`config.mk`:
```
export PLATFORM = sky130hd
export DESIGN_NAME = decode_stage
export DESIGN_NICKNAME = d
export VERILOG_FILES = /design/src/rtl/decode_stage_pkg.sv /design/src/rtl/decode_stage_imm_gen.sv /design/src/rtl/decode_stage.sv
export SDC_FILE = /design/constraint.sdc
export NUM_CORES = 1
export LEC_CHECK = 0
export CAP_MARGIN = 10
export CORE_MARGIN = 2
export CORE_UTILIZATION = 57
export DETAILED_ROUTE_END_ITERATION = 8
export PLACE_DENSITY = 0.85
export SLEW_MARGIN = 20
export SYNTH_ARGS = -nofsm -noshare
export SYNTH_HDL_FRONTEND = slang
export SYNTH_SLANG_ARGS = --single-unit
```
`constraint.sdc`:
```
create_clock -name clk -period 27.2 [get_ports clk]
set_input_delay 6.8 -clock clk [delete_from_list [all_inputs] [get_ports clk]]
set_output_delay 6.8 -clock clk [all_outputs]
set_load 0.005 [all_outputs]
```
`src/rtl/decode_stage_pkg.sv`:
```
// decode_stage_pkg: shared types, opcode constants and helpers for the RV32 decode stage
package decode_stage_pkg;
  localparam logic [6:0] OP_LUI    = 7'b0110111;
  localparam logic [6:0] OP_AUIPC  = 7'b0010111;
  localparam logic [6:0] OP_JAL    = 7'b1101111;
  localparam logic [6:0] OP_JALR   = 7'b1100111;
  localparam logic [6:0] OP_BRANCH = 7'b1100011;
  localparam logic [6:0] OP_LOAD   = 7'b0000011;
  localparam logic [6:0] OP_STORE  = 7'b0100011;
  localparam logic [6:0] OP_IMM    = 7'b0010011;
  localparam logic [6:0] OP_OP     = 7'b0110011;
  localparam logic [6:0] OP_FENCE  = 7'b0001111;
  localparam logic [6:0] OP_SYSTEM = 7'b1110011;
  localparam logic [2:0] F3_CSRRW  = 3'd1;
  localparam logic [2:0] F3_CSRRS  = 3'd2;
  localparam logic [2:0] F3_CSRRC  = 3'd3;
  localparam logic [2:0] F3_CSRRWI = 3'd5;
  localparam logic [2:0] F3_CSRRSI = 3'd6;
  localparam logic [2:0] F3_CSRRCI = 3'd7;
  localparam logic [6:0] F7_ZERO   = 7'b0000000;
  localparam logic [6:0] F7_ALT    = 7'b0100000;
  localparam logic [6:0] F7_MULDIV = 7'b0000001;
  localparam logic [11:0] SYS_ECALL  = 12'h000;
  localparam logic [11:0] SYS_EBREAK = 12'h001;
  localparam logic [11:0] SYS_MRET   = 12'h302;
  typedef enum logic [3:0] {
    ALU_ADD, ALU_SUB, ALU_SLL, ALU_SLT, ALU_SLTU, ALU_XOR,
    ALU_SRL, ALU_SRA, ALU_OR, ALU_AND, ALU_PASSB
  } alu_op_e;
  typedef enum logic [2:0] {IMM_I, IMM_S, IMM_B, IMM_U, IMM_J, IMM_Z} imm_sel_e;
  typedef enum logic [1:0] {ST_EMPTY, ST_ONE, ST_FULL} state_e;
  typedef struct packed {
    alu_op_e     alu_op;
    logic        alu_src;
    logic        reg_write;
    logic        mem_read;
    logic        mem_write;
    logic [2:0]  funct3;
    logic        is_branch;
    logic        is_jal;
    logic        is_jalr;
    logic        is_lui;
    logic        is_auipc;
    logic        is_fence;
    logic        is_csr;
    logic [1:0]  csr_op;
    logic        csr_imm;
    logic [11:0] csr_addr;
    logic        is_ecall;
    logic        is_ebreak;
    logic        is_mret;
    logic        is_muldiv;
    logic [2:0]  muldiv_op;
    imm_sel_e    imm_sel;
  } ctrl_signals_t;
  function automatic alu_op_e alu_of(input logic [2:0] f, input logic alt);
    case (f)
      3'd0: alu_of = alt ? ALU_SUB : ALU_ADD;
      3'd1: alu_of = ALU_SLL;
      3'd2: alu_of = ALU_SLT;
      3'd3: alu_of = ALU_SLTU;
      3'd4: alu_of = ALU_XOR;
      3'd5: alu_of = alt ? ALU_SRA : ALU_SRL;
      3'd6: alu_of = ALU_OR;
      default: alu_of = ALU_AND;
    endcase
  endfunction
endpackage

```
`src/rtl/decode_stage_imm_gen.sv`:
```
// imm_gen: sign-extended immediate extraction for the I/S/B/U/J formats plus zero-extended CSR zimm
// instr_i: raw instruction, imm_sel_i: format select, imm_o: XLEN-wide immediate
module imm_gen import decode_stage_pkg::*; #(
  parameter int XLEN = 32
) (
  input  logic [31:0]     instr_i,
  input  imm_sel_e        imm_sel_i,
  output logic [XLEN-1:0] imm_o
);
  logic s;
  assign s = instr_i[31];
  always_comb
    imm_o = imm_sel_i == IMM_S ? {{(XLEN-11){s}}, instr_i[30:25], instr_i[11:7]} :
            imm_sel_i == IMM_B ? {{(XLEN-12){s}}, instr_i[7], instr_i[30:25], instr_i[11:8], 1'b0} :
            imm_sel_i == IMM_U ? {{(XLEN-31){s}}, instr_i[30:12], 12'b0} :
            imm_sel_i == IMM_J ? {{(XLEN-20){s}}, instr_i[19:12], instr_i[20], instr_i[30:21], 1'b0} :
            imm_sel_i == IMM_Z ? {{(XLEN-5){1'b0}}, instr_i[19:15]} :
                                 {{(XLEN-11){s}}, instr_i[30:20]};
endmodule

```
`src/rtl/decode_stage.sv`:
```
// decode_stage: registered RV32I(+M, SYSTEM) decode stage with a 2-entry skid buffer and flush
// in_valid/in_ready/in_instr/in_pc: fetch side; out_valid/out_ready: issue side handshake
// out_ctrl/out_imm/out_rs1/out_rs2/out_rd/out_pc/out_illegal: decoded entry from the main register
module decode_stage import decode_stage_pkg::*; #(
  parameter int XLEN      = 32,
  parameter bit EN_M_EXT  = 1'b1,
  parameter bit EN_SYSTEM = 1'b1
) (
  input  logic            clk,
  input  logic            rst,
  input  logic            flush,
  input  logic            in_valid,
  output logic            in_ready,
  input  logic [31:0]     in_instr,
  input  logic [XLEN-1:0] in_pc,
  output logic            out_valid,
  input  logic            out_ready,
  output ctrl_signals_t   out_ctrl,
  output logic [XLEN-1:0] out_imm,
  output logic [4:0]      out_rs1,
  output logic [4:0]      out_rs2,
  output logic [4:0]      out_rd,
  output logic [XLEN-1:0] out_pc,
  output logic            out_illegal
);
  typedef struct packed {
    ctrl_signals_t   ctrl;
    logic [XLEN-1:0] imm;
    logic [4:0]      rs1;
    logic [4:0]      rs2;
    logic [4:0]      rd;
    logic [XLEN-1:0] pc;
    logic            illegal;
  } entry_t;
  logic [6:0] op, f7;
  logic [2:0] f3;
  ctrl_signals_t c;
  logic ill, use_rs1, use_rs2, use_rd, acc, drn;
  imm_sel_e isel;
  logic [XLEN-1:0] imm;
  entry_t dec, main_q, main_d, skid_q, skid_d;
  state_e state_q, state_d;
  assign op = in_instr[6:0];
  assign f3 = in_instr[14:12];
  assign f7 = in_instr[31:25];
  always_comb begin
    c = '0;
    ill = 1'b0;
    use_rs1 = 1'b0;
    use_rs2 = 1'b0;
    use_rd = 1'b0;
    isel = IMM_I;
    c.funct3 = f3;
    c.csr_addr = in_instr[31:20];
    if (in_instr[1:0] != 2'b11) ill = 1'b1;
    else case (op)
      OP_LUI:    begin use_rd = 1'b1; c.is_lui = 1'b1; c.alu_op = ALU_PASSB; c.alu_src = 1'b1; c.reg_write = 1'b1; isel = IMM_U; end
      OP_AUIPC:  begin use_rd = 1'b1; c.is_auipc = 1'b1; c.alu_src = 1'b1; c.reg_write = 1'b1; isel = IMM_U; end
      OP_JAL:    begin use_rd = 1'b1; c.is_jal = 1'b1; c.reg_write = 1'b1; isel = IMM_J; end
      OP_JALR:   begin use_rd = 1'b1; use_rs1 = 1'b1; c.is_jalr = 1'b1; c.alu_src = 1'b1; c.reg_write = 1'b1; ill = f3 != 3'd0; end
      OP_BRANCH: begin use_rs1 = 1'b1; use_rs2 = 1'b1; c.is_branch = 1'b1; c.alu_op = ALU_SUB; isel = IMM_B; ill = f3[2:1] == 2'b01; end
      OP_LOAD:   begin use_rd = 1'b1; use_rs1 = 1'b1; c.mem_read = 1'b1; c.reg_write = 1'b1; c.alu_src = 1'b1; ill = f3 == 3'd3 || f3[2:1] == 2'b11; end
      OP_STORE:  begin use_rs1 = 1'b1; use_rs2 = 1'b1; c.mem_write = 1'b1; c.alu_src = 1'b1; isel = IMM_S; ill = f3 > 3'd2; end
      OP_IMM: begin
        use_rd = 1'b1;
        use_rs1 = 1'b1;
        c.reg_write = 1'b1;
        c.alu_src = 1'b1;
        c.alu_op = alu_of(f3, f3 == 3'd5 && f7 == F7_ALT);
        ill = (f3 == 3'd1 && f7 != F7_ZERO) || (f3 == 3'd5 && f7 != F7_ZERO && f7 != F7_ALT);
      end
      OP_OP: begin
        use_rd = 1'b1;
        use_rs1 = 1'b1;
        use_rs2 = 1'b1;
        c.reg_write = 1'b1;
        c.is_muldiv = EN_M_EXT && f7 == F7_MULDIV;
        c.muldiv_op = c.is_muldiv ? f3 : 3'd0;
        c.alu_op = alu_of(f3, f7 == F7_ALT);
        ill = !(c.is_muldiv || f7 == F7_ZERO || (f7 == F7_ALT && (f3 == 3'd0 || f3 == 3'd5)));
      end
      OP_FENCE: c.is_fence = 1'b1;
      OP_SYSTEM: begin
        if (!EN_SYSTEM) ill = 1'b1;
        else case (f3)
          3'd0: begin
            c.is_ecall = in_instr[31:20] == SYS_ECALL;
            c.is_ebreak = in_instr[31:20] == SYS_EBREAK;
            c.is_mret = in_instr[31:20] == SYS_MRET;
            ill = !(c.is_ecall || c.is_ebreak || c.is_mret);
          end
          F3_CSRRW, F3_CSRRS, F3_CSRRC, F3_CSRRWI, F3_CSRRSI, F3_CSRRCI: begin
            use_rd = 1'b1;
            use_rs1 = !f3[2];
            c.is_csr = 1'b1;
            c.csr_op = f3[1:0];
            c.csr_imm = f3[2];
            c.reg_write = 1'b1;
            isel = f3[2] ? IMM_Z : IMM_I;
          end
          default: ill = 1'b1;
        endcase
      end
      default: ill = 1'b1;
    endcase
    c.imm_sel = isel;
    c.reg_write = c.reg_write & !ill & (in_instr[11:7] != 5'd0);
    c.mem_read = c.mem_read & !ill;
    c.mem_write = c.mem_write & !ill;
  end
  imm_gen #(.XLEN(XLEN)) u_imm_gen (
    .instr_i  (in_instr),
    .imm_sel_i(isel),
    .imm_o    (imm)
  );
  assign dec = '{ctrl: c, imm: imm, rs1: use_rs1 ? in_instr[19:15] : 5'd0,
                 rs2: use_rs2 ? in_instr[24:20] : 5'd0, rd: use_rd ? in_instr[11:7] : 5'd0,
                 pc: in_pc, illegal: ill};
  always_ff @(posedge clk or posedge rst) begin
    if (rst) begin
      state_q <= ST_EMPTY;
      main_q <= '0;
      skid_q <= '0;
    end else begin
      state_q <= state_d;
      main_q <= main_d;
      skid_q <= skid_d;
    end
  end
  // In ONE, an accept without a drain parks the new entry in skid so main keeps FIFO order.
  always_comb begin
    acc = in_valid & in_ready;
    drn = out_valid & out_ready;
    state_d = flush ? ST_EMPTY :
              state_q == ST_EMPTY ? (acc ? ST_ONE : ST_EMPTY) :
              state_q == ST_ONE ? (acc & !drn ? ST_FULL : !acc & drn ? ST_EMPTY : ST_ONE) :
              (drn ? ST_ONE : ST_FULL);
    main_d = state_q == ST_FULL ? (drn ? skid_q : main_q) :
             acc & (state_q == ST_EMPTY | drn) ? dec : main_q;
    skid_d = state_q == ST_ONE & acc & !drn ? dec : skid_q;
  end
  always_comb begin
    in_ready = state_q != ST_FULL;
    out_valid = state_q != ST_EMPTY;
    out_ctrl = main_q.ctrl;
    out_imm = main_q.imm;
    out_rs1 = main_q.rs1;
    out_rs2 = main_q.rs2;
    out_rd = main_q.rd;
    out_pc = main_q.pc;
    out_illegal = main_q.illegal;
  end
endmodule
```
# == After elaboration in Yosys (flattened, before gate mapping) ==
# Cells that the tools add are included.
# word_totals
input_bits,69
ff_bits,248
mem_bits_ro,0
wordCells,198
mem_count,0
ramBits,0
latchBits,0
out_inout_bits,125
# op_classes
multipliers,0
eq_ne,35
n_div,0
n_bitwise,12
shift,0
add_sub_neg,0
n_reduce_logical,35
n_mux,58
n_lt_le_gt_ge,1
# op_table
operator,n
123-bit two-way mux,3
32-bit two-way mux,5
4-bit case mux with 7 select lines,2
"7-bit by 6-bit == test with 1-bit output, second input constant",4
"7-bit == test, second input constant",4
1-bit two-way mux,22
"3-bit == test, second input constant",6
3-bit two-way mux,6
6-bit OR reduction,3
4-bit case mux with 4 select lines,1
5-bit two-way mux,3
3-bit case mux with 5 select lines,1
"7-bit by 5-bit == test with 1-bit output, second input constant",2
"12-bit by 1-bit == test with 1-bit output, second input constant",1
"12-bit by 10-bit == test with 1-bit output, second input constant",1
"3-bit by 2-bit == test with 1-bit output, second input constant",4
12-bit logical NOT,1
4-bit two-way mux,3
1-bit AND,11
10-bit two-way mux,1
2-bit two-way mux,5
8-bit two-way mux,1
1-bit case mux with 8 select lines,1
"7-bit by 1-bit == test with 1-bit output, second input constant",1
26 further kinds,49

# == Longest topological paths before layout ==
# Gate-level depths: netlist of run 1.
# logic_depth
ltp_word,13
depth_mapped,9

# == Cells and area by module ==
# Synthesis of run 1 repeated with hierarchy kept, for this count alone.
# unflattened
hier_cells,1386
area_unflattened_um2,11587.4
# by_module_without_submodules
mod,area_per_inst_um2,cells_each,n_inst
decode_stage,10960.5,1289,1
imm_gen,626.9,97,1

# == Worst setup path after synthesis of run 1 ==
# No wires, ideal clock.
# synth_timing
path_type,input-to-reg
from,input port in_instr[2]
to,"register main_q, in the netlist out_ctrl[35]"
path_buffers,2
cell_stages,8
arrival_ns,8.260
setup_slack_ns,18.813
cell_sequence,buf_6 > nor4bb_1 > buf_4 > and3b_4 > o311ai_1 > o2111ai_2 > nor3_2 > a221o_1
# synth_between
elab_chain_len,8
elab_cells_between_ends,20
# synth_rtl
element,line_no,text
from (decl),decode_stage.sv:14,"input logic [31:0] in_instr,"
7-bit by 4-bit == test with 1-bit output (tied with other cells),decode_stage.sv:56,else case (op)
4-bit OR reduction (no line),-,
1-bit case mux with 8 select lines,decode_stage.sv:56,
1-bit two-way mux,decode_stage.sv:55,if (in_instr[1:0] != 2'b11) ill = 1'b1;
1-bit logical NOT,decode_stage.sv:109,c.mem_write = c.mem_write & !ill;
1-bit AND (*),decode_stage.sv:109,
123-bit two-way mux (*),decode_stage.sv:139,acc & (state_q == ST_EMPTY | drn) ? dec : main_q;
123-bit two-way mux (*),decode_stage.sv:138,main_d = state_q == ST_FULL ? (drn ? skid_q : main_q) :
to (signal assigned),decode_stage.sv:126,main_q <= main_d;
to (decl),decode_stage.sv:41,"entry_t dec, main_q, main_d, skid_q, skid_d;"
# Mark *: on every way between the ends. The rest lies on a longest branch, timed or not. The select of a mux whose other input is x is not followed.
# A chain may end at the register's enable or synchronous reset.

# == Worst setup path in the final report of run 1 ==
# layout_timing
from,input port in_instr[13]
to,register skid_q[76] (netlist name)
# layout_between
elab_chain_len,11
elab_cells_between_ends,20
# layout_rtl
element,line_no,text
3-bit by 2-bit == test with 1-bit output (tied with other cells),decode_stage.sv:85,else case (f3)
6-bit OR reduction (*),decode_stage.sv:85,
3-bit two-way mux (*),decode_stage.sv:85,
3-bit case mux with 5 select lines (*),decode_stage.sv:56,
3-bit two-way mux (*),decode_stage.sv:55,
3-bit == test,decode_stage_imm_gen.sv:17,"imm_sel_i == IMM_Z ? {{(XLEN-5){1'b0}}, instr_i[19:15]} :"
32-bit two-way mux,decode_stage_imm_gen.sv:17,
32-bit two-way mux,decode_stage_imm_gen.sv:16,"imm_sel_i == IMM_J ? {{(XLEN-20){s}}, instr_i[19:12], instr_i[20], instr_i[30:21], 1'b0} :"
32-bit two-way mux,decode_stage_imm_gen.sv:15,"imm_sel_i == IMM_U ? {{(XLEN-31){s}}, instr_i[30:12], 12'b0} :"
32-bit two-way mux,decode_stage_imm_gen.sv:14,"imm_sel_i == IMM_B ? {{(XLEN-12){s}}, instr_i[7], instr_i[30:25], instr_i[11:8], 1'b0} :"
32-bit two-way mux (*),decode_stage_imm_gen.sv:13,"imm_o = imm_sel_i == IMM_S ? {{(XLEN-11){s}}, instr_i[30:25], instr_i[11:7]} :"
to (signal assigned),decode_stage.sv:127,skid_q <= skid_d;
to (decl),decode_stage.sv:41,
# Mark *: on every way between the ends. The rest lies on a longest branch, timed or not.

==> summary.json, run 1 <==
{
  "status": {"value": "completed"},
  "regToRegStartpoint": {"value": "state_q[1]$_DFF_PP0_"},
  "cts.clk_slew.worst_paths": {"value": 0.06, "unit": "ns"},
  "place_hpwl": {"value": 19570, "unit": "um"},
  "mostFrequentLayoutCells": {"value": "403 x nand2_1, 248 x dfrtp_1, 193 x clkdlybuf4s50_1"},
  "die_width": {"value": 144.1, "unit": "um"},
  "critical_path_peak_fanout": {"value": 16},
  "post-route-drc-count": {"value": 0},
  "grt_util_met2": {"value": 0.4865},
  "placement_rows": {"value": 51},
  "postRouteWirelength": {"value": 31610, "unit": "um"},
  "grt_antenna_before_repair": {"value": 0},
  "hold_path.startpoint": {"value": "skid_q[85]$_DFFE_PP0P_"},
  "critical_path_arrival": {"value": 9.73, "unit": "ns"},
  "track_usage": {"value": 0.3051},
  "hp-class": {"value": "reg -> reg"},
  "syn_nets": {"value": 1378},
  "n_antenna_cell": {"value": 0},
  "post_route_cells_drive_above_1_share": {"value": 0.04814},
  "floorplan.die_area": {"value": 20760, "unit": "sq um"},
  "ctsRootBufferMaster": {"value": "clkbuf_16"},
  "detailedRoute.firstPassIterationCount": {"value": 6},
  "post-place-cells": {"value": 1675},
  "detailroute.via_count": {"value": 10160},
  "route.detailed.vias_per_inst": {"value": 5.909},
  "setup-tns-final": {"value": 0, "unit": "ns"},
  "cts_hold_buffers": {"value": 0},
  "synth_ff_type": {"value": "dfrtp_1"},
  "final.setup.worst_slack": {"value": 17.91, "unit": "ns"},
  "synth-edff-count": {"value": 0},
  "grt_overflow_total": {"value": 0},
  "irDropWorstVdd": {"value": 0.04939, "unit": "mV"},
  "most_common_cell_after_layout_fill_and_taps_aside": {"value": "nand2_1"},
  "worst_setup_path_endpoint": {"value": "skid_q[76]$_DFFE_PP0P_"},
  "cts.sinks": {"value": 248},
  "core-area": {"value": 19330, "unit": "sq um"},
  "most_heavily_used_metal_layer_in_global_routing": {"value": "met2"},
  "static_leak": {"value": 6.222, "unit": "nW"},
  "min_period_over_period": {"value": 0.3416},
  "layout.cell_area.non_filler": {"value": 13970, "unit": "sq um"},
  "cts_post_setup_buffers_inserted": {"value": 0},
  "fmax": {"value": 107.6, "unit": "MHz"},
  "drt_iter0_drc": {"value": 1097},
  "nets": {"value": 1508},
  "final-instance-count-excl-fill": {"value": 1719},
  "worstSkewPairLatency": {"value": 0.54, "unit": "ns"},
  "grt_pass1_vias": {"value": 9488},
  "timing.critical_path.from": {"value": "in_instr[13]"},
  "r2r-end": {"value": "out_ctrl[2]$_DFFE_PP0P_"},
  "hold_depth": {"value": 2},
  "timing.setup.critical_path_class": {"value": "in -> reg"},
  "wl_per_cell": {"value": 18.39, "unit": "um"},
  "ff2ff_setup_slack": {"value": 24.38, "unit": "ns"},
  "ioPinCount": {"value": 194},
  "unrepaired_setup_endpoints_after_global_routing": {"value": "no"},
  "synth_cells": {"value": 1308},
  "overall_power_after_layout": {"value": 0.001006, "unit": "W"},
  "final_hold_viol_count": {"value": 0},
  "timing.final.max_slew_violations": {"value": 0},
  "cpMaxStageDelayCell": {"value": "clkdlybuf4s50_1"},
  "areaGrowthSynthToFinish": {"value": 24.88, "unit": "%"},
  "cts_tree": {"value": "yes"},
  "fill_cells": {"value": 1403},
  "synthArstFlopShare": {"value": 1.000},
  "number_of_maximum_capacitance_constraint_violations": {"value": 0},
  "worst_setup_path_start_kind": {"value": "primary input"},
  "worstPathCellList": {"value": "clkdlybuf4s50_1 -> or2_2 -> nand4_1 -> nand2_1 -> nor2_1 -> a21oi_1 -> o21ai_0"},
  "synth_area_per_inst": {"value": 8.551, "unit": "sq um"},
  "place_area": {"value": 13150, "unit": "sq um"},
  "grt_first_pass_wirelength": {"value": 50230, "unit": "um"},
  "netlist-cell-type-count": {"value": 59},
  "die_height": {"value": 144.1, "unit": "um"},
  "initial_utilization": {"value": 0.5785},
  "max_stage_delay": {"value": 0.80, "unit": "ns"},
  "largest_net_degree_at_the_start_of_global_routing": {"value": 105},
  "worst_setup_path_end_kind": {"value": "flip-flop"},
  "grt.met1_usage": {"value": 0.4255},
  "h_tree_level_count": {"value": 1},
  "postRouteAntennaNets": {"value": 0},
  "post_cts.resized_instances": {"value": 0},
  "clock_skew": {"value": 0.02395, "unit": "ns"},
  "pre_cts_ws": {"value": 17.22, "unit": "ns"},
  "ys.warnings.count": {"value": 0},
  "timing.max_slew.rel_slack": {"value": 0.2787},
  "port_buffers": {"value": 193},
  "timing.critical_path.required": {"value": 27.64, "unit": "ns"},
  "finalSetupViolCount": {"value": 0},
  "clk_path_buf_depth": {"value": 3},
  "synth_area": {"value": 11180, "unit": "sq um"},
  "synth-seq-cells": {"value": 248},
  "power.density": {"value": 72.04, "unit": "nW/um^2"},
  "worstRegToRegCells": {"value": 8},
  "timing.final.crit_period": {"value": 9.292, "unit": "ns"},
  "yosysSeqAreaShare": {"value": 0.5549},
  "worstMarginPinSlew": {"value": 1.078, "unit": "ns"},
  "final_gp_congestion": {"value": 0.9354},
  "tritoncts.num_buffers": {"value": 26},
  "global_route.usage.met3": {"value": 0.05331}
}
## worst min path at each step
| stage | to | slack, ns |
|---|---|---|
| finish | skid_q[85]$_DFFE_PP0P_ | 0.47 |
| global route | skid_q[52]$_DFFE_PP0P_ | 0.49 |
| CTS | skid_q[85]$_DFFE_PP0P_ | 0.47 |
| detailed placement | skid_q[85]$_DFFE_PP0P_ | 0.46 |
| global placement | skid_q[85]$_DFFE_PP0P_ | 0.45 |
| floorplan | skid_q[83]$_DFFE_PP0P_ | 0.44 |
## per-layer routing
metal,vias up,part of all wire,wire length (um)
met2,566,0.46,14590
met4,0,0.033,1038
met3,78,0.10,3218
li1,4673,-,-
met1,4841,0.40,12750
met5,-,0,0
## logic make-up (layout without fill, tap and decap cells)
kind of cell,Yosys count,count (layout),synth area share
muxes,6,6,0.005370
buffers and inverters,109,255,0.03960
and+or+nand+nor,659,659,0.2510
DFF,248,248,0.5549
adders and majority gates,1,1,0.001119
AOI/OAI and AO/OA,285,285,0.1480
## critical path, delay by kind of cell
kind	cells	cell delay (ns)
compound gates	2	0.39
buf+inv	1	0.80
simple gates	4	1.72
## Yosys cell counts, drive strengths merged (2+ instances only)
cell | instances | area, sq um
nand4 | 6 | 52.55
nand2 | 404 | 1519
or3 | 22 | 137.6
and2 | 6 | 37.54
nand3 | 67 | 335.3
dfrtp | 248 | 6206
a31oi | 64 | 400.4
o21a | 5 | 37.54
nand2b | 2 | 12.51
a311oi | 2 | 17.52
nor2b | 9 | 56.30
o31ai | 2 | 15.01
buf | 27 | 135.1
or2 | 5 | 31.28
clkbuf | 77 | 289.0
nor2 | 110 | 412.9
o21ai | 85 | 425.4
a221o | 2 | 20.02
nand3b | 4 | 30.03
and3b | 2 | 21.27
nor4 | 4 | 25.02
a21o | 4 | 30.03
o2111ai | 5 | 50.04
o211ai | 6 | 45.04
mux2i | 6 | 60.06
nor3 | 9 | 55.05
a22o | 3 | 26.28
inv | 5 | 18.77
a21oi | 94 | 470.5
and3 | 3 | 18.77
## sequential cells by signal, summed over array words and instances (netlist names)
register / count
out_ctrl: 43
out_rs2: 5
state_q: 2
skid_q: 123
out_rd: 5
out_illegal: 1
out_imm: 32
out_rs1: 5
out_pc: 32
## area by class of cell
| type | count | area (sq um) | share of cell area |
|---|---|---|---|
| Clock inverter | 3 | 26.28 | 0.001881 |
| Timing Repair Buffer | 206 | 2033 | 0.1456 |
| Tap cell | 265 | 331.6 | 0.02374 |
| Sequential cell | 248 | 6206 | 0.4443 |
| Multi-Input combinational cell | 951 | 4566 | 0.3269 |
| Clock buffer | 41 | 777.0 | 0.05563 |
| Inverter | 5 | 27.53 | 0.001971 |
## report_power, final
group	switching, W	internal [W]	leakage, nW
combinational	0.000100	0.0000943	2.75
sequential	0.0000382	0.000437	3.08
clock	0.000142	0.000194	0.395
total	0.000281	0.000726	6.22
## metrics by stage
stage                       util  hold slack (ns)
after floorplan                -           0.4386
after global placement    0.6803           0.4492
after detailed placement  0.6803           0.4556
after CTS                 0.7219           0.4683
after global routing      0.7224           0.4894
final                     0.7224           0.4652
Power figures use the tool's default switching activity.
==> inputs of run 2 (changes only) <==
--- a/config.mk
+++ b/config.mk
@@ -7,9 +7,9 @@
 export LEC_CHECK = 0
 export CAP_MARGIN = 10
 export CORE_MARGIN = 2
-export CORE_UTILIZATION = 57
+export CORE_UTILIZATION = 48
 export DETAILED_ROUTE_END_ITERATION = 8
-export PLACE_DENSITY = 0.85
+export PLACE_DENSITY = 0.76
 export SLEW_MARGIN = 20
 export SYNTH_ARGS = -nofsm -noshare
 export SYNTH_HDL_FRONTEND = slang
==> constraint.sdc (replaced) <==
create_clock -name clk -period 7.8 [get_ports clk]
set_input_delay 1.95 -clock clk [delete_from_list [all_inputs] [get_ports clk]]
set_output_delay 1.95 -clock clk [all_outputs]
set_load 0.005 [all_outputs]
==> run 2 against run 1 <==
Against the previous run:
- power rose to 3.7 times the previous value
- sequential cell count unchanged
- die area increased by 18%
- first-iteration DRC count fell by 13%
- core utilization down 9.8 points
- clock power grew to 4.1 times the previous value
- clock skew shrank 0.015 ns
- critical path depth shrank 4
- worst setup slack worse by 15 ns
- sequential power rose to 3.5 times the previous value
- sequential share of layout area is 0.79 points lower
- global-route usage down 3.4 points
- largest cell class unchanged
==> summary.json, run 2 (synthesis gave the netlist of run 1 again) <==
{
  "clkPwrFrac": {"value": 0.373, "change": "+0.039"},
  "worstMarginPinSlew": {"value": 1.046, "unit": "ns", "change": "-0.03170 ns"},
  "finalSetupViolCount": {"value": 0, "change": "unchanged"},
  "nets": {"value": 1510, "change": "+0.13%"},
  "critical_path_peak_fanout": {"value": 52, "change": "+36"},
  "most_common_cell_after_layout_fill_and_taps_aside": {"value": "nand2_1"},
  "timing.critical_path.required": {"value": 5.85, "unit": "ns", "change": "-21.79 ns"},
  "number_of_maximum_capacitance_constraint_violations": {"value": 0, "change": "unchanged"},
  "floorplan.die_area": {"value": 24540, "unit": "sq um", "change": "+18%"},
  "global_route.usage.met3": {"value": 0.04791, "change": "-0.005402"},
  "critical_path_arrival": {"value": 3.30, "unit": "ns", "change": "-6.43 ns"},
  "power.switching_fraction": {"value": 0.2702, "change": "-0.008558"},
  "setup-tns-final": {"value": 0, "unit": "ns", "change": "unchanged"},
  "multiInputGateArea": {"value": 4559, "unit": "sq um", "change": "-0.14%"},
  "grt_pass1_vias": {"value": 9745, "change": "+2.7%"},
  "route.detailed.vias_per_inst": {"value": 5.606, "change": "-5.1%"},
  "postRouteWirelength": {"value": 33020, "unit": "um", "change": "+4.5%"},
  "cts.sinks": {"value": 248, "change": "unchanged"},
  "port_buffers": {"value": 193, "change": "unchanged"},
  "largest_register_ff_count": {"value": 123, "change": "unchanged"},
  "cts_hold_buffers": {"value": 0, "change": "unchanged"},
  "clock_skew": {"value": 0.008724, "unit": "ns", "change": "-0.01522 ns"},
  "core-area": {"value": 22780, "unit": "sq um", "change": "+18%"},
  "unrepaired_setup_endpoints_after_global_routing": {"value": "no"},
  "post_cts.resized_instances": {"value": 0, "change": "unchanged"},
  "p_int": {"value": 0.002723, "unit": "W", "change": "+280%"},
  "wl_per_cell": {"value": 18.65, "unit": "um", "change": "+1.5%"},
  "postLayoutCoreUtil": {"value": 0.6243, "change": "-0.09805"},
  "grt_antenna_before_repair": {"value": 0, "change": "unchanged"},
  "post_route_cells_drive_above_1_share": {"value": 0.05422, "change": "+0.006078"},
  "timing.final.crit_period": {"value": 5.250, "unit": "ns"},
  "tritoncts.num_buffers": {"value": 27, "change": "+3.8%"},
  "post-place-cells": {"value": 1723, "change": "+2.9%"},
  "grt.met1_usage": {"value": 0.3779, "change": "-0.04763"},
  "die_height": {"value": 156.6, "unit": "um", "change": "+8.7%"},
  "final.setup.worst_slack": {"value": 2.550, "unit": "ns", "change": "-15.36 ns"},
  "hp-class": {"value": "reg -> reg"},
  "grt_first_pass_wirelength": {"value": 52670, "unit": "um", "change": "+4.9%"},
  "final_hold_viol_count": {"value": 0, "change": "unchanged"},
  "ff2ff_setup_slack": {"value": 4.45, "unit": "ns", "change": "-19.93 ns"},
  "postRouteAntennaNets": {"value": 0, "change": "unchanged"},
  "layout.cell_area.non_filler": {"value": 14220, "unit": "sq um", "change": "+1.8%"},
  "fmax": {"value": 190.5, "unit": "MHz"},
  "post-route-drc-count": {"value": 0, "change": "unchanged"},
  "pre_cts_ws": {"value": 3.025, "unit": "ns", "change": "-14.19 ns"},
  "n_antenna_cell": {"value": 0, "change": "unchanged"},
  "final_gp_congestion": {"value": 0.9169, "change": "-2.0%"},
  "clk_path_buf_depth": {"value": 3, "change": "unchanged"},
  "largest_net_degree_at_the_start_of_global_routing": {"value": 151, "change": "+44%"},
  "power_switching": {"value": 0.001008, "unit": "W", "change": "+260%"},
  "detailroute.via_count": {"value": 9923, "change": "-2.3%"},
  "worst_setup_path_end_kind": {"value": "output port"},
  "min_period_over_period": {"value": 0.6731},
  "detailedRoute.firstPassIterationCount": {"value": 5, "change": "-1"},
  "drt_iter0_drc": {"value": 951, "change": "-13%"},
  "worstSkewPairLatency": {"value": 0.53, "unit": "ns", "change": "about the same"},
  "cts_post_setup_buffers_inserted": {"value": 0, "change": "unchanged"},
  "cts_tree": {"value": "yes"},
  "ioPinCount": {"value": 194, "change": "unchanged"},
  "worst_setup_path_start_kind": {"value": "flip-flop"},
  "regArea": {"value": 6206, "unit": "sq um", "change": "unchanged"},
  "h_tree_level_count": {"value": 1, "change": "unchanged"},
  "power.combinational.fraction": {"value": 0.183, "change": "-0.010"},
  "place_area": {"value": 13240, "unit": "sq um", "change": "+0.62%"},
  "timing.final.max_slew_violations": {"value": 0, "change": "unchanged"},
  "cts.clk_slew.worst_paths": {"value": 0.06, "unit": "ns", "change": "about the same"},
  "irDropWorstVdd": {"value": 0.1544, "unit": "mV", "change": "+210%"},
  "grt_util_met2": {"value": 0.4237, "change": "-0.06272"},
  "die_width": {"value": 156.6, "unit": "um", "change": "+8.7%"},
  "ctsRootBufferMaster": {"value": "clkbuf_16"},
  "initial_utilization": {"value": 0.4910, "change": "-0.08744"},
  "grt_overflow_total": {"value": 0, "change": "unchanged"},
  "final-instance-count-excl-fill": {"value": 1770, "change": "+3.0%"},
  "power.density": {"value": 262.4, "unit": "nW/um^2", "change": "+260%"},
  "track_usage": {"value": 0.2715, "change": "-0.03356"},
  "top_register_by_number_of_flip_flops": {"value": "skid_q"},
  "place_hpwl": {"value": 20710, "unit": "um", "change": "+5.8%"},
  "timing.setup.critical_path_class": {"value": "reg -> out"},
  "placement_rows": {"value": 55, "change": "+7.8%"},
  "status": {"value": "completed"},
  "mostFrequentLayoutCells": {"value": "403 x nand2_1, 248 x dfrtp_1, 193 x clkdlybuf4s50_1"},
  "fill_cells": {"value": 1890, "change": "+35%"},
  "areaGrowthSynthToFinish": {"value": 27.15, "unit": "%"},
  "timing.max_slew.rel_slack": {"value": 0.3025, "change": "+0.02379"},
  "most_heavily_used_metal_layer_in_global_routing": {"value": "met2"},
  "static_leak": {"value": 6.316, "unit": "nW", "change": "+1.5%"},
  "p_seq_frac": {"value": 0.444, "change": "-0.028"}
}
-- run 2: changes by cell type in the layout (fill, tap and decap cells not counted), sizes merged --
cell / change
clkinvlp: +2
clkbuf: -5
bufinv: +5
buf: +1
-- run 2: path summary, 6_finish.rpt --
kind,from,to,cells after the start
worst min-delay path,skid_q[50]$_DFFE_PP0P_,skid_q[50]$_DFFE_PP0P_,2
worst max-delay path,state_q[0]$_DFF_PP0_,in_ready,3
max in group asynchronous,rst,skid_q[72]$_DFFE_PP0P_,3
worst min register to register,skid_q[50]$_DFFE_PP0P_,skid_q[50]$_DFFE_PP0P_,2
min in group asynchronous,rst,out_pc[5]$_DFFE_PP0P_,2
worst max register to register,state_q[0]$_DFF_PP0_,out_ctrl[40]$_DFFE_PP0P_,6
-- run 2: cell type report --
class,instances,area share
Clock buffer,36,0.05552
Inverter,5,0.001672
Multi-Input combinational cell,951,0.3206
Tap cell,313,0.02754
Timing Repair Buffer,207,0.1455
Sequential cell,248,0.4364
Clock inverter,10,0.01276
-- run 2: per-layer routing --
metal,wire (um),up-vias
met1,13940,4747
met5,0,-
met4,1323,0
met3,2730,69
met2,15020,428
li1,-,4679
-- run 2: critical path: stages, from the launching register on --
cell and delay [ns]:
dfrtp_1 0.49, nor2b_4 0.75, clkinv_2 0.86, clkdlybuf4s50_1 0.66
-- run 2: power by group through the flow --
stage	Clock [W]	Sequential (W)	Combinational, W
6_report	0.00139	0.00166	0.000681
4_1_cts	0.00141	0.00166	0.000686
3_5_place_dp	0	0.00167	0.000680
5_1_grt	0.00145	0.00169	0.000762
3_3_place_gp	0	0.00167	0.000661
2_1_floorplan	0	0.00165	0.000325
-- run 2: per-stage QoR --
step	power [W]	hold WS, ns
after global routing	0.003903	0.4913
after floorplan	0.001980	0.4386
after global placement	0.002329	0.4497
final	0.003732	0.4707
after CTS	0.003748	0.4692
after detailed placement	0.002354	0.4563
==> inputs of run 3 (changes only) <==
--- a/config.mk
+++ b/config.mk
@@ -7,9 +7,9 @@
 export LEC_CHECK = 0
 export CAP_MARGIN = 10
 export CORE_MARGIN = 2
-export CORE_UTILIZATION = 48
+export CORE_UTILIZATION = 53
 export DETAILED_ROUTE_END_ITERATION = 8
-export PLACE_DENSITY = 0.76
+export PLACE_DENSITY = 0.8
 export SLEW_MARGIN = 20
 export SYNTH_ARGS = -nofsm -noshare
 export SYNTH_HDL_FRONTEND = slang
==> constraint.sdc (replaced) <==
create_clock -name clk -period 5.2 [get_ports clk]
set_input_delay 1.3 -clock clk [delete_from_list [all_inputs] [get_ports clk]]
set_output_delay 1.3 -clock clk [all_outputs]
set_load 0.005 [all_outputs]
==> run 3 against run 2 <==
Against the previous run:
- worst setup slack got worse by 0.97 ns
- routed wire length decreased by 3.6%
- via count increased by 0.69%
- critical path depth increased by 4
- sequential cell count unchanged
- non-clock buffer count increased by 11
- die area decreased by 9.2%
- critical path type is now in -> reg
==> summary.json, run 3 (synthesis gave the netlist of run 1 again) <==
{
  "mostFrequentLayoutCells": {"value": "403 x nand2_1, 248 x dfrtp_1, 193 x clkdlybuf4s50_1"},
  "ctsRootBufferMaster": {"value": "clkbuf_16"},
  "critical_path_arrival": {"value": 4.05, "unit": "ns", "change": "+0.75 ns"},
  "cts.sinks": {"value": 248, "change": "unchanged"},
  "grt_antenna_before_repair": {"value": 0, "change": "unchanged"},
  "post_cts.resized_instances": {"value": 0, "change": "unchanged"},
  "areaGrowthSynthToFinish": {"value": 26.67, "unit": "%"},
  "timing.critical_path.required": {"value": 5.63, "unit": "ns", "change": "-0.22 ns"},
  "floorplan.die_area": {"value": 22280, "unit": "sq um", "change": "-9.2%"},
  "hold_depth": {"value": 2, "change": "unchanged"},
  "track_usage": {"value": 0.2904, "change": "+0.01890"},
  "tritoncts.num_buffers": {"value": 26, "change": "-3.7%"},
  "top_register_by_number_of_flip_flops": {"value": "skid_q"},
  "grt_pass1_vias": {"value": 9555, "change": "-1.9%"},
  "post-route-drc-count": {"value": 0, "change": "unchanged"},
  "unrepaired_setup_endpoints_after_global_routing": {"value": "no"},
  "irDropWorstVdd": {"value": 0.2292, "unit": "mV", "change": "+48%"},
  "core-area": {"value": 20890, "unit": "sq um", "change": "-8.3%"},
  "largest_net_degree_at_the_start_of_global_routing": {"value": 107, "change": "-29%"},
  "fill_cells": {"value": 1693, "change": "-10%"},
  "worstMarginPinSlew": {"value": 1.021, "unit": "ns", "change": "-0.02546 ns"},
  "static_leak": {"value": 6.326, "unit": "nW", "change": "+0.16%"},
  "worstRegToRegCells": {"value": 7, "change": "+1"},
  "cts_tree": {"value": "yes"},
  "route.detailed.vias_per_inst": {"value": 5.742, "change": "+2.4%"},
  "post_route_cells_drive_above_1_share": {"value": 0.05666, "change": "+0.002434"},
  "h_tree_level_count": {"value": 1, "change": "unchanged"},
  "finalSetupViolCount": {"value": 0, "change": "unchanged"},
  "max_stage_delay": {"value": 0.80, "unit": "ns", "change": "-0.06 ns"},
  "timing.final.max_slew_violations": {"value": 0, "change": "unchanged"},
  "worstSkewPairLatency": {"value": 0.52, "unit": "ns", "change": "about the same"},
  "largest_register_ff_count": {"value": 123, "change": "unchanged"},
  "critical_path_peak_fanout": {"value": 16, "change": "-69%"},
  "die_width": {"value": 149.3, "unit": "um", "change": "-4.7%"},
  "port_buffers": {"value": 193, "change": "unchanged"},
  "timing.max_slew.rel_slack": {"value": 0.3170, "change": "+0.01446"},
  "detailedRoute.firstPassIterationCount": {"value": 6, "change": "+1"},
  "initial_utilization": {"value": 0.5354, "change": "+0.04441"},
  "place_hpwl": {"value": 21030, "unit": "um", "change": "+1.6%"},
  "most_common_cell_after_layout_fill_and_taps_aside": {"value": "nand2_1"},
  "worstPathCellList": {"value": "clkdlybuf4s50_1 -> or2_2 -> nand4_1 -> nand2_1 -> nor2_1 -> a311oi_1 -> o21ai_0"},
  "number_of_maximum_capacitance_constraint_violations": {"value": 0, "change": "unchanged"},
  "placement_rows": {"value": 53, "change": "-3.6%"},
  "setup-tns-final": {"value": 0, "unit": "ns", "change": "unchanged"},
  "drt_iter0_drc": {"value": 877, "change": "-7.8%"},
  "multiInputGateArea": {"value": 4557, "unit": "sq um", "change": "about the same"},
  "postRouteAntennaNets": {"value": 0, "change": "unchanged"},
  "die_height": {"value": 149.3, "unit": "um", "change": "-4.7%"},
  "cts_hold_buffers": {"value": 0, "change": "unchanged"},
  "nets": {"value": 1520, "change": "+0.66%"},
  "clock_skew": {"value": 0.01212, "unit": "ns", "change": "+0.003392 ns"},
  "status": {"value": "completed"},
  "fmax": {"value": 276.5, "unit": "MHz"},
  "cts.clk_slew.worst_paths": {"value": 0.06, "unit": "ns", "change": "about the same"},
  "ioPinCount": {"value": 194, "change": "unchanged"},
  "postLayoutCoreUtil": {"value": 0.6782, "change": "+0.05389"},
  "final_hold_viol_count": {"value": 0, "change": "unchanged"},
  "timing.final.crit_period": {"value": 3.617, "unit": "ns"},
  "detailroute.via_count": {"value": 9991, "change": "+0.69%"},
  "cpMaxStageDelayCell": {"value": "nor2_1"},
  "grt_overflow_total": {"value": 0, "change": "unchanged"},
  "final_gp_congestion": {"value": 0.9030, "change": "-1.5%"},
  "grt_first_pass_wirelength": {"value": 51560, "unit": "um", "change": "-2.1%"},
  "min_period_over_period": {"value": 0.6955},
  "worst_setup_path_end_kind": {"value": "flip-flop"},
  "n_antenna_cell": {"value": 0, "change": "unchanged"},
  "wl_per_cell": {"value": 18.29, "unit": "um", "change": "-2.0%"},
  "timing.setup.critical_path_class": {"value": "in -> reg"},
  "regArea": {"value": 6206, "unit": "sq um", "change": "unchanged"},
  "worst_setup_path_start_kind": {"value": "primary input"},
  "cts_post_setup_buffers_inserted": {"value": 0, "change": "unchanged"},
  "clk_path_buf_depth": {"value": 3, "change": "unchanged"},
  "postRouteWirelength": {"value": 31820, "unit": "um", "change": "-3.6%"},
  "power.density": {"value": 381.6, "unit": "nW/um^2", "change": "+45%"},
  "hp-class": {"value": "reg -> reg"}
}
run 3: cell types whose count changed in the layout (fill, tap and decap cells not counted):
cell / delta
clkinvlp_4: -1
bufinv_16: -3
buf_12: +1
buf_6: -1
inv_8: +1
inv_6: -1
and3b_2: +1
clkinv_2: -3
and3b_4: -1
buf_4: +11
clkbuf_1: +4
run 3: area by class of cell:
type	instances	share of cell area
inverter	5	0.001678
clock inverter	3	0.005034
sequential	248	0.4380
multi-input combinational	951	0.3216
tap	275	0.02429
clock buffer	40	0.05679
timing repair buffer	218	0.1525
run 3: worst paths after layout:
path | from | to | slack (ns)
max | in_instr[13] | out_imm[11]$_DFFE_PP0P_ | 1.58
min | skid_q[72]$_DFFE_PP0P_ | skid_q[72]$_DFFE_PP0P_ | 0.47
max reg2reg | state_q[0]$_DFF_PP0_ | out_ctrl[2]$_DFFE_PP0P_ | 2.73
min reg2reg | skid_q[72]$_DFFE_PP0P_ | skid_q[72]$_DFFE_PP0P_ | 0.47
max in group asynchronous | rst | skid_q[115]$_DFFE_PP0P_ | 3.19
min in group asynchronous | rst | skid_q[113]$_DFFE_PP0P_ | 1.16
run 3: through the flow:
stage	std cells	cell area, sq um	hold slack [ns]	setup slack [ns]	power, W
floorplan	1308	11190	0.4386	0.6403	0.002970
global placement	1697	13290	0.4499	1.172	0.003491
detailed placement	1697	13290	0.4617	1.116	0.003537
CTS	1740	14160	0.4757	1.648	0.005436
global route	1740	14170	0.4942	1.419	0.005677
finish	1740	14170	0.4742	1.583	0.005406
run 3: report_power, final:
part,internal (W),leakage (nW),switching (W)
combinational,0.000502,2.81,0.000520
sequential,0.00229,3.08,0.000202
clock,0.00115,0.430,0.000742
total,0.00394,6.33,0.00146
run 3: critical path, delay by kind of cell:
kind	cells	cell delay [ns]
buffers and inverters	1	0.69
and+or+nand+nor	4	1.64
AOI/OAI and AO/OA	2	0.41
run 3: layer usage:
layer | GRT usage | up-vias | wire length (um)
li1 | - | 4690 | -
met1 | 0.4041 | 4742 | 13270
met2 | 0.4562 | 472 | 14610
met3 | 0.05138 | 87 | 2600
met4 | 0.1148 | 0 | 1348
met5 | 0 | - | 0
